$ cat src/rtl/bus8_arbiter_pkg.sv
// Shared definitions for the two-requester 8-bit bus arbiter: state encoding,
// default burst limit and the saturating burst-counter helper.
package bus8_arbiter_pkg;

  typedef enum logic [1:0] {
    IDLE  = 2'b00,
    OWN_A = 2'b01,
    OWN_B = 2'b10
  } state_e;

  localparam int unsigned MAX_BURST_DEFAULT = 4;
  localparam int unsigned CNT_W             = 4;

  function automatic logic [CNT_W-1:0] sat_inc(input logic [CNT_W-1:0] v,
                                               input logic [CNT_W-1:0] lim);
    if (v >= lim) begin
      return lim;
    end else begin
      return v + CNT_W'(1);
    end
  endfunction

endpackage

$ cat src/rtl/bus8_arbiter_mux.sv
// 8-bit two-input select path feeding the arbiter's output register.
module mux8_2to1 (
  input  logic [7:0] inA,
  input  logic [7:0] inB,
  input  logic       ctrl,
  output logic [7:0] out
);

  assign out = ctrl ? inA : inB;

endmodule

$ cat src/rtl/bus8_arbiter.sv
// Two-requester 8-bit bus arbiter: fair tie-break on last owner, burst limit
// while the other side waits, registered one-beat-latency output.
module bus8_arbiter
  import bus8_arbiter_pkg::*;
#(
  parameter int unsigned MAX_BURST = MAX_BURST_DEFAULT
) (
  input  logic       clock,
  input  logic       reset_n,
  input  logic       req_a,
  input  logic [7:0] data_a,
  input  logic       req_b,
  input  logic [7:0] data_b,
  output logic       gnt_a,
  output logic       gnt_b,
  output logic       sel,
  output logic [7:0] data_out,
  output logic       out_valid
);

  localparam logic [CNT_W-1:0] CNT_MAX = CNT_W'(MAX_BURST - 1);

  state_e           state_q, state_d;
  logic [CNT_W-1:0] cnt_q, cnt_d;
  logic             last_is_a_q, last_is_a_d;
  logic             gnt_a_q, gnt_b_q, sel_q;
  logic [7:0]       data_out_q;
  logic             out_valid_q;
  logic             own_req_s, oth_req_s, beat_s;
  logic [7:0]       mux_out_s;

  mux8_2to1 u_mux (
    .inA  (data_a),
    .inB  (data_b),
    .ctrl (sel_q),
    .out  (mux_out_s)
  );

  assign own_req_s = (state_q == OWN_A) ? req_a : req_b;
  assign oth_req_s = (state_q == OWN_A) ? req_b : req_a;
  assign beat_s    = ((state_q == OWN_A) && req_a) || ((state_q == OWN_B) && req_b);

  // Next owner, burst count and tie-break memory.
  always_comb begin
    state_d     = state_q;
    cnt_d       = cnt_q;
    last_is_a_d = last_is_a_q;
    case (state_q)
      IDLE: begin
        cnt_d = '0;
        if (req_a && req_b) begin
          state_d = last_is_a_q ? OWN_B : OWN_A;
        end else if (req_a) begin
          state_d = OWN_A;
        end else if (req_b) begin
          state_d = OWN_B;
        end else begin
          state_d = IDLE;
        end
      end
      OWN_A, OWN_B: begin
        if (!own_req_s) begin
          cnt_d = '0;
          if (oth_req_s) begin
            state_d = (state_q == OWN_A) ? OWN_B : OWN_A;
          end else begin
            state_d = IDLE;
          end
        end else if (!oth_req_s) begin
          cnt_d = sat_inc(cnt_q, CNT_MAX);
        end else if (cnt_q == CNT_MAX) begin
          cnt_d   = '0;
          state_d = (state_q == OWN_A) ? OWN_B : OWN_A;
        end else begin
          cnt_d = cnt_q + CNT_W'(1);
        end
      end
      default: begin
        state_d = IDLE;
        cnt_d   = '0;
      end
    endcase
    if ((state_d == OWN_A) && (state_q != OWN_A)) begin
      last_is_a_d = 1'b1;
    end else if ((state_d == OWN_B) && (state_q != OWN_B)) begin
      last_is_a_d = 1'b0;
    end else begin
      last_is_a_d = last_is_a_q;
    end
  end

  // Arbiter state with grants/select registered from the next state.
  always_ff @(posedge clock or negedge reset_n) begin
    if (!reset_n) begin
      state_q     <= IDLE;
      cnt_q       <= '0;
      last_is_a_q <= 1'b0;
      gnt_a_q     <= 1'b0;
      gnt_b_q     <= 1'b0;
      sel_q       <= 1'b0;
      data_out_q  <= 8'h00;
      out_valid_q <= 1'b0;
    end else begin
      state_q     <= state_d;
      cnt_q       <= cnt_d;
      last_is_a_q <= last_is_a_d;
      gnt_a_q     <= (state_d == OWN_A);
      gnt_b_q     <= (state_d == OWN_B);
      sel_q       <= (state_d == OWN_A);
      out_valid_q <= beat_s;
      if (beat_s) begin
        data_out_q <= mux_out_s;
      end else begin
        data_out_q <= data_out_q;
      end
    end
  end

  assign gnt_a     = gnt_a_q;
  assign gnt_b     = gnt_b_q;
  assign sel       = sel_q;
  assign data_out  = data_out_q;
  assign out_valid = out_valid_q;

endmodule

$ cat config.mk
export PLATFORM = sky130hd
export DESIGN_NAME = bus8_arbiter
export DESIGN_NICKNAME = d
export VERILOG_FILES = /design/src/rtl/bus8_arbiter_pkg.sv /design/src/rtl/bus8_arbiter_mux.sv /design/src/rtl/bus8_arbiter.sv
export SDC_FILE = /design/constraint.sdc
export NUM_CORES = 1
export LEC_CHECK = 0
export ABC_AREA = 0
export BUFFER_PORTS_ARGS = -buffer_cell sky130_fd_sc_hd__buf_2
export CAP_MARGIN = 0
export CORE_MARGIN = 10
export CORE_UTILIZATION = 53
export DETAILED_ROUTE_END_ITERATION = 8
export PLACE_DENSITY = 0.85
export SETUP_SLACK_MARGIN = 0.3
export SLEW_MARGIN = 20
export SYNTH_ARGS = -nofsm -noshare
export SYNTH_HDL_FRONTEND = slang
export SYNTH_SLANG_ARGS = --single-unit
export TNS_END_PERCENT = 30
$ cat constraint.sdc
create_clock -name clock -period 4.2 [get_ports clock]
set_clock_uncertainty 0.05 [all_clocks]
set_input_delay 0.42 -clock clock [delete_from_list [all_inputs] [get_ports clock]]
set_output_delay 0.42 -clock clock [all_outputs]
set_load 0.01 [all_outputs]
; Yosys cells after proc, flatten, opt, wreduce, memory -nomap -nowiden
; Index checks and enable logic that the tools add are counted.
[totals]
word_cells = 45
in_bits = 20
register_bits = 18
out_inout_bits = 12
[op_classes]
n_eq_ne = 7
n_mux = 20
reduce_logical = 9
n_lt_le_gt_ge = 1
n_addsub = 1
[op_table]
columns = op, count
row1 = 2-to-1 mux 4 bit, 5
row2 = 2-to-1 mux 2 bit, 9
row3 = 2-to-1 mux 8 bit, 1
row4 = logical AND 1 bit, 5
row5 = adder 4 x 1 -> 4 bit (second input constant), 1
row6 = equality test 2 x 1 -> 1 bit (second input constant), 2
row7 = equality test 2 bit (second input constant), 2
row8 = equality test 4 x 2 -> 1 bit (second input constant), 1
row9 = >= comparator 4 x 2 -> 1 bit (second input constant), 1
row10 = 2-to-1 mux 1 bit, 4
row11 = one-hot mux 2 bit (2 select lines), 1
row12 = logical NOT 2 bit, 1
row13 = != test 2 x 1 -> 1 bit (second input constant), 1
row14 = != test 2 bit (second input constant), 1
row15 = nonzero test 2 bit, 1
row16 = OR reduction 2 bit, 1
row17 = logical OR 1 bit, 1

; Depth between registers and ports, before layout
; Gate-level depths: netlist of the first run.
[depth]
depth_word = 10
ltp_mapped = 7
ltp_nobuf = 7

; Modules after synthesis
; Synthesis of the first run repeated with hierarchy kept, for this count alone.
[hier_totals]
hier_cells = 93
area_unflattened_um2 = 1066.0
[modules_own_cells]
columns = module, area_each_um2, instances, cells_per_inst
row1 = bus8_arbiter, 934.6, 1, 84
row2 = mux8_2to1, 131.4, 1, 9

; Worst setup path before layout of the first run
; OpenSTA, ideal clock, no wires.
[synth_timing]
path_kind = register to register
from = register state_q[1]
to = register gnt_b_q (netlist: gnt_b)
t_arrival_ps = 1782
stages_incl_launch_ff = 8
synth_period_minus_slack_ps = 1951
slack_ps = 2249
path_cell_list = dfrtp_1 > inv_1 > ha_1 > mux2_4 > and2_4 > o32ai_2 > nor2_1 > and2_1
[synth_between]
elab_chain_len = 7
word_cells_on_any_way = 13
classes_between = eq/ne: 3 / mux: 8 / reduce/logical: 2
[synth_rtl]
columns = item, line
row1 = from (decl), bus8_arbiter.sv:23  ; state_e state_q, state_d;
row2 = from (signal assigned), bus8_arbiter.sv:104  ; state_q <= state_d;
row3 = equality test 2 x 1 -> 1 bit, --
row4 = 2-to-1 mux 2 bit, "bus8_arbiter.sv:65, bus8_arbiter.sv:73"
row5 = 2-to-1 mux 2 bit, bus8_arbiter.sv:71  ; end else if (cnt_q == CNT_MAX) begin
row6 = 2-to-1 mux 2 bit, bus8_arbiter.sv:69  ; end else if (!oth_req_s) begin
row7 = 2-to-1 mux 2 bit, bus8_arbiter.sv:62  ; if (!own_req_s) begin
row8 = one-hot mux 2 bit (2 select lines) (*), bus8_arbiter.sv:48  ; case (state_q)
row9 = equality test 2 bit (*), bus8_arbiter.sv:108  ; gnt_b_q <= (state_d == OWN_B);
row10 = to (signal assigned), bus8_arbiter.sv:108
row11 = to (decl), bus8_arbiter.sv:26  ; logic gnt_a_q, gnt_b_q, sel_q;
; Every way passes the cells marked *; elsewhere a longest branch is shown, timed or not.
; A chain may end at the register's enable or synchronous reset.

; Worst setup path in the final report of the first run
; Ends and elaborated chain as after synthesis.

==> impl_metrics.json, run 1 <==
{
  "cp_data_required_time_ns": 4.34,
  "final_util": 0.656,
  "hold_path_class": "primary input to flip-flop",
  "syn_nets": 130,
  "post-cts-setup-buffer-count": 0,
  "final_cell_mix": "buf_2, dfrtp_1, o21ai_0, nand2_1, mux2i_1",
  "path_max_fanout": 6,
  "leakagePower_nw": 0.622,
  "nNetsFinal": 164,
  "hold_viol": 0,
  "start_util": 0.544,
  "io_buffers": 31,
  "end_kind": "flip-flop",
  "met1_usage": 0.113,
  "final_max_slew_viol_count": 0,
  "yosys_warnings": 0,
  "top_usage_layer": "met2",
  "grt_pass1_wl_mm": 3.76,
  "post_cts_resized": 0,
  "critPathKind": "flip-flop to flip-flop",
  "cts-buffers-inserted": 3,
  "fillCellCount": 159,
  "fp.dieH_um": 64.4,
  "core-area_um2": 1920,
  "gp_congestion": 0.846,
  "drc": 0,
  "setup-violations-final": 0,
  "instances_no_fill": 164,
  "power_density_nw_per_um2": 629,
  "syn_area_per_cell_um2": 10.1,
  "drive_gt1_frac": 0.299,
  "yosysSeqAreaShare": 0.431,
  "worst_pin_slew_ns": 0.538,
  "start_kind": "flip-flop",
  "first_iter_violations": 19,
  "maxCapViolCount": 0,
  "register_area_um2": 450,
  "vias_per_cell": 5.26,
  "final_common_cell": "buf_2",
  "cts_tree": "built",
  "clock_sinks": 18,
  "dr.pass1.iters": 4,
  "grt_max_degree": 19,
  "post-route-min-period_ns": 2.13,
  "multi_input_area_um2": 551,
  "rows": 16,
  "final.setup.tns_ns": 0,
  "crit_arrival_ns": 2.27,
  "period_share": 0.506,
  "wl_mm": 2.28,
  "overflow": 0,
  "hold_slack_ns": 0.365,
  "dp.cells": 158,
  "syn_inst": 104,
  "grt.met3_usage": 0.0412,
  "clockBufferDepth": 2,
  "antenna_found_initial": 0,
  "grt_usage": 0.106,
  "grtUsageMet2": 0.197,
  "ys_seq_elements": 18,
  "postRouteAntennaNets": 0,
  "peakVddDrop_v": 0.000493,
  "clk_pin_slew_ns": 0.11,
  "max_freq_mhz": 470,
  "clk_latency_ns": 0.30,
  "dp_hpwl_mm": 1.84,
  "vias": 863,
  "synthToLayoutAreaGrowth_pct": 20.5,
  "routedWlPerCell_um": 13.9,
  "relSlewSlack": 0.641,
  "antenna_cells": 0,
  "h-tree-depth": 1,
  "syn_area_um2": 1050,
  "ios": 32,
  "rsz0062_at_grt": "no",
  "die_w_um": 64.4,
  "dieArea_um2": 4150,
  "cts_root_buffer": "clkbuf_4",
  "yosysUniqueCellTypes": 34,
  "status": "finished clean",
  "grt_pass1_vias": 882
}
## cell type report
cell class	count	area share
clock buffer	4	0.0288
inverter	5	0.0149
multi-input combinational	77	0.437
sequential	18	0.357
tap	27	0.0268
timing repair buffer	33	0.135
## flip-flops by register name, summed over array words and instances (netlist names)
name,count
state_q,2
last_is_a_q,1
gnt_b,1
cnt_q,4
data_out,8
out_valid,1
sel,1
## report_power, final
group          leakage (nW)  switching [mW]  internal (mW)
registers             0.231          0.0529          0.239
clock network        0.0210          0.0551         0.0528
logic                 0.370           0.218          0.176
## per-layer routing
metal / up-vias / wire length [um]
met5: - / 0
met4: 0 / 14
met3: 4 / 140
met2: 20 / 1200
met1: 409 / 923
li1: 430 / -
## through the flow
step / total power, mW / setup slack, ns / cell area (um2)
finish: 0.793 / 2.07 / 1260
global route: 0.857 / 1.94 / 1260
CTS: 0.794 / 2.02 / 1250
detailed placement: 0.688 / 2.04 / 1210
global placement: 0.670 / 2.18 / 1210
floorplan: 0.572 / 2.25 / 1050
## cells in the mapped netlist (all sizes together)
cell type | number | area share
nand2b | 3 | 0.020
a21oi | 4 | 0.019
o32ai | 1 | 0.016
inv | 5 | 0.018
o22ai | 1 | 0.0060
o21ai | 12 | 0.057
ha | 6 | 0.072
buf | 3 | 0.022
mux2i | 10 | 0.096
nor2 | 6 | 0.022
nor3 | 4 | 0.019
and2b | 1 | 0.0072
a21boi | 1 | 0.0072
mux2 | 1 | 0.014
o2111ai | 1 | 0.0084
a22oi | 1 | 0.0072
and2 | 2 | 0.014
clkbuf | 1 | 0.0036
nand3 | 1 | 0.0048
or2b | 1 | 0.0072
o221ai | 1 | 0.0084
o211ai | 1 | 0.0072
dfrtp | 18 | 0.43
nor3b | 1 | 0.0072
o311ai | 1 | 0.025
nand2 | 11 | 0.039
xor2 | 1 | 0.0084
a221oi | 1 | 0.0084
a211oi | 1 | 0.0072
nor2b | 3 | 0.018
## final timing paths
path	from	end	slack [ns]	cells after the start
min in group asynchronous	reset_n	cnt_q[1]	0.51	2
setup reg to reg	state_q[1]	gnt_b	2.07	7
max in group asynchronous	reset_n	gnt_b	3.31	2
hold reg to reg	data_out[6]	data_out[6]	0.43	2
hold / removal	data_b[6]	data_out[6]	0.37	3
setup / recovery	state_q[1]	gnt_b	2.07	7
## kinds of logic (layout without fill, tap and decap cells)
logic type / Yosys count / count (layout) / share of synthesized area
AND/OR/NAND/NOR: 33 / 33 / 0.159
buffers and inverters: 9 / 42 / 0.0431
multiplexers: 11 / 11 / 0.110
XOR/XNOR: 1 / 1 / 0.00837
adder cells (fa/ha/maj): 6 / 6 / 0.0718
flip-flops: 18 / 18 / 0.431
AO/OA/AOI/OAI: 26 / 26 / 0.177
## worst max-delay path: stages (launching register included)
cell and delay (ns):
dfrtp_1 0.41, inv_1 0.17, ha_1 0.32, mux2_4 0.35, and2_4 0.16, o32ai_2 0.28, nor2_1 0.11, and2_1 0.17
## timing repair
action                                  in CTS  in global routing
hold endpoints to repair                    18                  0
hold buffers                                 1                  0
endpoints found under the setup margin       0                  0
Power figures use the tool's default switching activity.
==> run 2: changes to the inputs <==
--- a/config.mk
+++ b/config.mk
@@ -9,9 +9,9 @@
 export BUFFER_PORTS_ARGS = -buffer_cell sky130_fd_sc_hd__buf_2
 export CAP_MARGIN = 0
 export CORE_MARGIN = 10
-export CORE_UTILIZATION = 53
+export CORE_UTILIZATION = 50
 export DETAILED_ROUTE_END_ITERATION = 8
-export PLACE_DENSITY = 0.85
+export PLACE_DENSITY = 0.81
 export SETUP_SLACK_MARGIN = 0.3
 export SLEW_MARGIN = 20
 export SYNTH_ARGS = -nofsm -noshare
==> constraint.sdc (replaced) <==
create_clock -name clock -period 2.2 [get_ports clock]
set_clock_uncertainty 0.05 [all_clocks]
set_input_delay 0.22 -clock clock [delete_from_list [all_inputs] [get_ports clock]]
set_output_delay 0.22 -clock clock [all_outputs]
set_load 0.01 [all_outputs]
==> run 2 against run 1 <==
First-iteration DRC count is 37% lower. Sequential share of layout area is 1.6 points lower. Largest power group unchanged. Total power is 100% higher. Global-route usage is 0.80 points higher. Non-clock buffer count is 2 higher. Die area is 4.1% higher. Register-to-register slack worse by 1.7 ns. Clock power is 92% higher. Maximum frequency is 16% higher. Via count is 0.12% higher.
==> impl_metrics.json, run 2 (synthesis results as in run 1) <==
{
  "crit_slowest_cell": "dfrtp_2",
  "setup-violations-final": 0,
  "clock_sinks": 18,
  "clk_latency_ns": 0.30,
  "dp.cells": 159,
  "status": "finished clean",
  "postRouteAntennaNets": 0,
  "dp_slack_ns": 0.202,
  "final.setup.tns_ns": 0,
  "period_share": 0.830,
  "relSlewSlack": 0.686,
  "crit_arrival_ns": 1.98,
  "final_area_um2": 1320,
  "first_iter_violations": 12,
  "worst_pin_slew_ns": 0.471,
  "io_buffers": 31,
  "path_cells": "ha_4 -> mux2_4 -> and2_4 -> o32ai_4 -> nor2_2 -> and2_1",
  "cts-buffers-inserted": 3,
  "final_common_cell": "buf_2",
  "fp.dieH_um": 65.7,
  "dieArea_um2": 4320,
  "die_w_um": 65.7,
  "critPathKind": "flip-flop to flip-flop",
  "instances_no_fill": 166,
  "clk_pin_slew_ns": 0.11,
  "overflow": 0,
  "antenna_cells": 0,
  "peakVddDrop_v": 0.000800,
  "dp_hpwl_mm": 1.86,
  "grt_pass1_vias": 886,
  "start_util": 0.528,
  "final_util": 0.667,
  "leakagePower_nw": 0.635,
  "antenna_found_initial": 0,
  "h-tree-depth": 1,
  "gp_congestion": 0.837,
  "nNetsFinal": 166,
  "post-route-min-period_ns": 1.83,
  "grt_usage": 0.114,
  "max_stage_delay_ns": 0.47,
  "start_kind": "flip-flop",
  "core-area_um2": 1980,
  "vias": 864,
  "drive_gt1_frac": 0.360,
  "power_density_nw_per_um2": 1210,
  "largest_reg_flops": 8,
  "clockBufferDepth": 2,
  "postLayoutSetupSlackWorst_ns": 0.373,
  "hold_viol": 0,
  "grt_pass1_wl_mm": 3.97,
  "hold_path_class": "primary input to flip-flop",
  "cts_root_buffer": "clkbuf_4",
  "maxCapViolCount": 0,
  "cp_data_required_time_ns": 2.36,
  "vias_per_cell": 5.20,
  "wl_mm": 2.36,
  "end_kind": "flip-flop",
  "routedWlPerCell_um": 14.2,
  "rsz0062_at_grt": "yes",
  "grt_max_degree": 19,
  "synthToLayoutAreaGrowth_pct": 26.4,
  "final_cell_mix": "buf_2, dfrtp_1, nand2_1, o21ai_0, mux2i_1",
  "cts_tree": "built",
  "rows": 16,
  "ios": 32,
  "path_max_fanout": 6,
  "dpl_cell_area_um2": 1230,
  "max_freq_mhz": 547,
  "final_max_slew_viol_count": 0,
  "dr.pass1.iters": 4,
  "drc": 0
}
## run 2: power breakdown
group | internal (mW) | switching (mW)
registers | 0.457 | 0.105
logic | 0.386 | 0.441
clock network | 0.101 | 0.106
total | 0.944 | 0.652
## run 2: critical path: cells and delay by family, from the launching register on
kind,cells,cell delay (ns)
and+or+nand+nor,3,0.40
AOI/OAI and AO/OA,1,0.29
muxes,1,0.32
adders and majority gates,1,0.20
DFF,1,0.47
## run 2: final cells by class
class | instances | area, um2
fillers | 155 | 659
multi-input cells | 77 | 594
flip-flops and latches | 18 | 452
repair buffers | 35 | 188
clock buffers | 4 | 36.3
well taps | 27 | 33.8
inverters | 5 | 18.8
## run 2: worst paths after layout
path,cells past startpoint,to,slack [ns],startpoint
min,3,data_out[6],0.15,data_a[6]
max,6,gnt_b,0.37,state_q[0]
max in group asynchronous,2,state_q[0],1.50,reset_n
min in group asynchronous,2,cnt_q[1],0.31,reset_n
max reg2reg,6,gnt_b,0.37,state_q[0]
min reg2reg,2,data_out[6],0.43,data_out[6]
## run 2: what timing repair did
item                                    CTS  global route
endpoints found under the hold margin    18             0
endpoints found under the setup margin    4             5
gates cloned                              0             0
setup buffers                             1             1
hold buffers                              1             0
resized for setup                         1             9
## run 2: layer usage
metal	vias up	global-route usage	wire, um
li1	437	-	-
met1	404	0.120	907
met2	19	0.205	1290
met3	4	0.0339	129
met4	0	0.0481	36
met5	-	0	0
## run 2: through the flow
stage	hold WS (ns)	total power, mW
2_1_floorplan	-0.126	1.11
3_3_place_gp	0.110	1.31
3_5_place_dp	0.114	1.34
4_1_cts	0.152	1.56
5_1_grt	0.162	1.75
6_report	0.153	1.60
